<file path="src/rtl/softmax_outp_writer_if.sv">
// Write-back bus for softmax_outp_writer: producer side (softmax result vector)
// and memory write port. The DUT uses the slave modport.
interface softmax_outp_writer_if #(
   parameter int DATAWIDTH = 16,
   parameter int NUM       = 4,
   parameter int ADDRSIZE  = 8
) ();
   logic                      outp_valid;
   logic [DATAWIDTH*NUM-1:0]  outp;
   logic                      mem_wr_ready;
   logic                      mem_wr_en;
   logic [ADDRSIZE-1:0]       mem_wr_addr;
   logic [DATAWIDTH*NUM-1:0]  mem_wr_data;

   modport master (
      output outp_valid, outp, mem_wr_ready,
      input  mem_wr_en, mem_wr_addr, mem_wr_data
   );

   modport slave (
      input  outp_valid, outp, mem_wr_ready,
      output mem_wr_en, mem_wr_addr, mem_wr_data
   );
endinterface

</file>
<file path="src/rtl/softmax_outp_writer.sv">
// Softmax write-back: FWFT FIFO between the softmax core and the output memory.
// Define SOFTMAX_WB_CLAMP_EN to clamp each lane into [0, ONE_VAL] before buffering.
module softmax_outp_writer #(
   parameter int                   DATAWIDTH = 16,
   parameter int                   NUM       = 4,
   parameter int                   ADDRSIZE  = 8,
   parameter int                   DEPTH     = 4,
   parameter logic [DATAWIDTH-1:0] ONE_VAL   = 16'h3C00
) (
   input  logic                clk,
   input  logic                reset,
   input  logic                init,
   input  logic [ADDRSIZE-1:0] out_start_addr,
   softmax_outp_writer_if.slave wb,
   output logic                busy,
   output logic                complete,
   output logic                overflow,
   output logic [ADDRSIZE-1:0] word_count
);
   localparam int AW = (DEPTH > 1) ? $clog2(DEPTH) : 1;
   localparam logic [AW:0] FULL_CNT = (AW+1)'(DEPTH);
   localparam logic [AW:0] ONE_CNT  = (AW+1)'(1);

`ifdef SOFTMAX_WB_CLAMP_EN
   localparam bit CLAMP_EN = 1'b1;
`else
   localparam bit CLAMP_EN = 1'b0;
`endif

   typedef enum logic [1:0] {IDLE, RUN, DRAIN, DONE} state_t;

   logic [NUM-1:0][DATAWIDTH-1:0] lane_in, lane_out;
   logic [NUM*DATAWIDTH-1:0]      fifo_mem [DEPTH];
   logic [AW-1:0]                 rd_ptr, wr_ptr;
   logic [AW:0]                   count;
   logic                          empty, full, push_req, push, pop, drain_empty;
   state_t                        state_q, state_d;

   assign lane_in = wb.outp;

   for (genvar g = 0; g < NUM; g++) begin : g_lane
      logic [DATAWIDTH-1:0] lane_q;
      always_comb begin
         lane_q = lane_in[g];
         if (CLAMP_EN) begin
            if (lane_in[g][DATAWIDTH-1])  lane_q = '0;
            else if (lane_in[g] > ONE_VAL) lane_q = ONE_VAL;
         end
      end
      assign lane_out[g] = lane_q;
   end

   assign empty    = (count == '0);
   assign full     = (count == FULL_CNT);
   assign pop      = !empty && wb.mem_wr_ready && !init;
   assign push_req = wb.outp_valid && !init;
   // The core cannot stall, so a full FIFO only takes the vector if a slot frees this cycle.
   assign push     = push_req && (!full || pop);

   assign wb.mem_wr_en   = !empty;
   assign wb.mem_wr_data = empty ? '0 : fifo_mem[rd_ptr];

   always_ff @(posedge clk) begin
      if (push) fifo_mem[wr_ptr] <= lane_out;
   end

   always_ff @(posedge clk) begin
      if (reset) begin
         rd_ptr         <= '0;
         wr_ptr         <= '0;
         count          <= '0;
         wb.mem_wr_addr <= '0;
         word_count     <= '0;
         overflow       <= 1'b0;
      end else if (init) begin
         rd_ptr         <= '0;
         wr_ptr         <= '0;
         count          <= '0;
         wb.mem_wr_addr <= out_start_addr;
         word_count     <= '0;
         overflow       <= 1'b0;
      end else begin
         if (push) wr_ptr <= wr_ptr + 1'b1;
         if (pop) begin
            rd_ptr         <= rd_ptr + 1'b1;
            wb.mem_wr_addr <= wb.mem_wr_addr + 1'b1;
            if (word_count != '1) word_count <= word_count + 1'b1;
         end
         if (push && !pop)      count <= count + 1'b1;
         else if (pop && !push) count <= count - 1'b1;
         if (push_req && !push) overflow <= 1'b1;
      end
   end

   // FIFO is empty after this edge; valid is low whenever this matters, so no push.
   assign drain_empty = empty || (count == ONE_CNT && pop);

   always_ff @(posedge clk) begin
      if (reset) state_q <= IDLE;
      else       state_q <= state_d;
   end

   // RUN with valid low and nothing left to write skips the empty DRAIN cycle,
   // so complete always lands the cycle after the final write.
   always_comb begin
      state_d = state_q;
      case (state_q)
         IDLE:       if (push) state_d = RUN;
         RUN, DRAIN: begin
            if (wb.outp_valid)    state_d = RUN;
            else if (drain_empty) state_d = DONE;
            else                  state_d = DRAIN;
         end
         DONE:       state_d = push ? RUN : IDLE;
         default:    state_d = IDLE;
      endcase
      if (init) state_d = IDLE;
   end

   always_comb begin
      busy     = (state_q != IDLE);
      complete = (state_q == DONE);
   end
endmodule

</file>
<file path="src/flat_wrapper.sv">
// flat-port wrapper written by rule: the top's interface ports become plain ports
module softmax_outp_writer_flat 
#(
   parameter int                   DATAWIDTH = 16,
   parameter int                   NUM       = 4,
   parameter int                   ADDRSIZE  = 8,
   parameter int                   DEPTH     = 4,
   parameter logic [DATAWIDTH-1:0] ONE_VAL   = 16'h3C00
)
  (clk, reset, init, out_start_addr, busy, complete, overflow, word_count, wb_outp_valid, wb_outp, wb_mem_wr_ready, wb_mem_wr_en, wb_mem_wr_addr, wb_mem_wr_data);
  softmax_outp_writer_if #(.DATAWIDTH(DATAWIDTH), .NUM(NUM), .ADDRSIZE(ADDRSIZE)) wb_i ();
  input  logic clk;
  input  logic reset;
  input  logic init;
  input  logic [ADDRSIZE-1:0] out_start_addr;
  output logic busy;
  output logic complete;
  output logic overflow;
  output logic [ADDRSIZE-1:0] word_count;
  input wire logic [$bits(wb_i.outp_valid)-1:0] wb_outp_valid;
  input wire logic [$bits(wb_i.outp)-1:0] wb_outp;
  input wire logic [$bits(wb_i.mem_wr_ready)-1:0] wb_mem_wr_ready;
  output wire logic [$bits(wb_i.mem_wr_en)-1:0] wb_mem_wr_en;
  output wire logic [$bits(wb_i.mem_wr_addr)-1:0] wb_mem_wr_addr;
  output wire logic [$bits(wb_i.mem_wr_data)-1:0] wb_mem_wr_data;
  assign wb_i.outp_valid = wb_outp_valid;
  assign wb_i.outp = wb_outp;
  assign wb_i.mem_wr_ready = wb_mem_wr_ready;
  assign wb_mem_wr_en = wb_i.mem_wr_en;
  assign wb_mem_wr_addr = wb_i.mem_wr_addr;
  assign wb_mem_wr_data = wb_i.mem_wr_data;
  softmax_outp_writer #(.DATAWIDTH(DATAWIDTH), .NUM(NUM), .ADDRSIZE(ADDRSIZE), .DEPTH(DEPTH), .ONE_VAL(ONE_VAL)) u_core (.clk(clk), .reset(reset), .init(init), .out_start_addr(out_start_addr), .wb(wb_i), .busy(busy), .complete(complete), .overflow(overflow), .word_count(word_count));
endmodule
</file>
<file path="config.mk">
export PLATFORM = sky130hd
export DESIGN_NAME = softmax_outp_writer_flat
export DESIGN_NICKNAME = d
export VERILOG_FILES = /design/src/rtl/softmax_outp_writer_if.sv /design/src/rtl/softmax_outp_writer.sv /design/src/flat_wrapper.sv
export SDC_FILE = /design/constraint.sdc
export NUM_CORES = 1
export LEC_CHECK = 0
export CAP_MARGIN = 5
export CORE_UTILIZATION = 35
export DETAILED_ROUTE_END_ITERATION = 16
export PLACE_DENSITY = 0.62
export RECOVER_POWER = 50
export SYNTH_ARGS = -nofsm -noshare
export SYNTH_HDL_FRONTEND = slang
export SYNTH_SLANG_ARGS = --single-unit
</file>
<file path="constraint.sdc">
create_clock -name clk -period 6.2 [get_ports clk]
set_input_delay 0.93 -clock clk [delete_from_list [all_inputs] [get_ports clk]]
set_output_delay 0.93 -clock clk [all_outputs]
set_load 0.05 [all_outputs]
</file>
==> impl_metrics.ini <==
[sta]
setup_viol = 0
min_period_ns = 4.22
worst_slack_ns = 1.98
tightest_slew_ns = 1.84
clock.fmax_mhz = 237
rsz0062_at_grt = no
fin_crit_sh = 0.680
hold_viol_final = 0
skew_ns = 0.0104
slew_headroom = -0.224
slew_violations = 195
setup_tns_ns = 0

[clocking]
cts_hold_buf = 0
ctsRootBufferMaster = clkbuf_16
postCtsSetupRepairBufs = 0
clkTransAtPathRegs_ns = 0.06
cts_tree = yes
clock_latency_ns = 0.55
cts.sinks = 284
cts_made_buffers = 30
clk_path_buf_depth = 3
htreeDepth = 1
post_cts_resize_count = 0

[setup_path]
required_ns = 5.27
critPathCaptureType = output pin
r2r_end = u_core.fifo_mem[1][21]
critPathSlowestCell = dfxtp_4
endpoint = wb_mem_wr_data[44]
crit_path_start_kind = flip-flop
max_stage_delay_ns = 0.79
crit_type = flip-flop to output pin
cp_max_fo = 32
ff2ff_setup_slack_ns = 2.95
cp_data_arrival_time_ns = 3.29
worstPathCellList = buf_4 -> mux4_2 -> and2_1 -> clkdlybuf4s50_1
worst-r2r-cell-count = 6
reg2reg_from = u_core.count[0]

[floorplan]
core_area_um2 = 31600
die_y_um = 181
rows = 65
start_util = 0.356
chipWidth_um = 181
dieArea_um2 = 32900
io_pins = 161

[route]
first_pass_iters = 4
vias_per_cell = 4.91
first_iter_violations = 300
wl_per_cell_um = 18.8
wl_um = 22200
num_vias = 5791
drc = 0
drtAntennaViolNets = 0

[final_layout]
finalNonFillerCells = 1180
syn_to_final_growth_pct = 26.7
nets = 841
design_area_um2 = 14300
drive_above_1_share = 0.161

[power_and_ir_drop]
p_per_area_nw_per_um2 = 305
pwr-share-seq = 0.490
swShare = 0.223
power_leakage_nw = 4.65
ir_drop_uv = 210
internal-power_mw = 3.38
p_clk_frac = 0.423
p_switching_uw = 972
p_comb_frac = 0.087

[yosys]
yosysTopAreaCell = edfxtp_1
syn_area_per_cell_um2 = 19.4
yosys_warnings = 0
postSynthCellCount = 582
synth_edf_count = 256
yosysMostFrequentCell = edfxtp_1
yosysSeqAreaShare = 0.732
synth_cell_types = 52
async_flop_share = 0
ys_top_cells_by_area = edfxtp_1, mux4_2, dfxtp_1, and2_1, ha_1
synth_area_um2 = 11300
synthDominantCellAreaShare = 0.682
synthFlopType = edfxtp_1
yosys_register_bits = 284
ys_top_cells_by_count = edfxtp_1, and2_1, mux4_2
synth_nets = 673

[placement]
gp_congestion = 0.775
detailed_place.area_um2 = 13300
dp_cells = 1120
dp_slack_ns = 2.44
portBuffers = 160
place.detailed.hpwl_um = 12200

[global_route]
track_usage = 0.135
grt_max_degree = 74
antenna_found_initial = 7
grt_pass1_wl_um = 34100
grt_pass1_vias = 5903
overflow = 0

[hold_path]
hp-class = flip-flop to flip-flop

[run]
max-cap-violations = 3

[outcome]
outcome = finished, violations left
violations = capacitance limit, slew limit
-- cells by family (layout without fill, tap and decap cells) --
family / count (synthesis) / after routing / share of synthesized area
fa+ha+maj: 14 / 14 / 0.0156
flops: 284 / 284 / 0.732
other cells: 0 / 4 / 0
mux: 67 / 67 / 0.131
xor+xnor: 10 / 10 / 0.00778
compound gates: 35 / 35 / 0.0231
simple gates: 133 / 133 / 0.0736
buf+inv: 39 / 231 / 0.0171
-- flip-flops by register name, indices dropped and copies added, names as in the netlist, named ones only --
signal,flops
u_core.wb.mem_wr_addr,8
u_core.word_count,8
u_core.fifo_mem,256
u_core.wr_ptr,2
u_core.overflow,1
u_core.state_q,2
u_core.rd_ptr,2
u_core.count,3
-- metal layers --
| metal | track usage | wire length [µm] | share of wire | vias up |
|---|---|---|---|---|
| met5 | 0 | 27 | 0.0012 | - |
| met4 | 0.0390 | 490 | 0.022 | 4 |
| met3 | 0.0333 | 1200 | 0.054 | 39 |
| met2 | 0.214 | 10200 | 0.46 | 158 |
| met1 | 0.185 | 10300 | 0.46 | 2928 |
| li1 | - | - | - | 2662 |
-- power by group through the flow --
stage | combinational [mW] | sequential (mW) | clock, mW
6_report | 0.379 | 2.13 | 1.84
5_1_grt | 0.402 | 2.14 | 1.96
4_1_cts | 0.397 | 2.13 | 1.88
3_5_place_dp | 0.395 | 2.17 | 0
3_3_place_gp | 0.394 | 2.17 | 0
2_1_floorplan | 0.218 | 2.18 | 0
-- cells in the final DEF, fill, tap and decap left out, types with 9 or more instances in the layout --
| cell | count |
|---|---|
| inv_1 | 12 |
| nor2_1 | 20 |
| clkdlybuf4s50_1 | 75 |
| and2_1 | 66 |
| edfxtp_1 | 256 |
| ha_1 | 14 |
| dfxtp_1 | 26 |
| dlygate4sd3_1 | 85 |
| mux4_2 | 64 |
| nand2_1 | 11 |
| clkbuf_16 | 31 |
| a21oi_1 | 9 |
-- worst max-delay path: cells and delay by family, from the launching register on --
kind	cells	cell delay (ns)
simple gates	1	0.19
flops	1	0.79
mux	1	0.56
buf+inv	2	1.18
-- how the worst min path moves through the flow --
| stage | to | startpoint | slack (ns) | depth (start not counted) |
|---|---|---|---|---|
| detailed placement | u_core.overflow | u_core.overflow | 0.48 | 2 |
| global placement | u_core.overflow | u_core.overflow | 0.48 | 2 |
| floorplan | u_core.wr_ptr[1] | u_core.wr_ptr[1] | 0.47 | 2 |
| CTS | u_core.overflow | u_core.overflow | 0.49 | 2 |
| global route | u_core.overflow | u_core.overflow | 0.52 | 2 |
| finish | u_core.overflow | u_core.overflow | 0.48 | 2 |
-- final cells by class --
cell class                 instances  area (µm²)
inverter                          13        65.1
sequential                       284        8260
fill                            2734       17400
antenna                            4        10.0
clock inverter                    19         220
tap                              402         503
multi-input combinational        259        2800
clock buffer                      37         798
timing repair buffer             162        1620
-- metrics by stage --
stage          hold WS [ns]   util  power (mW)
6_report              0.476  0.451        4.35
5_1_grt               0.525  0.451        4.50
4_1_cts               0.491  0.452        4.41
3_5_place_dp          0.477  0.420        2.57
3_3_place_gp          0.476  0.420        2.57
2_1_floorplan         0.469      -        2.40
(Power assumes the default switching activity.)
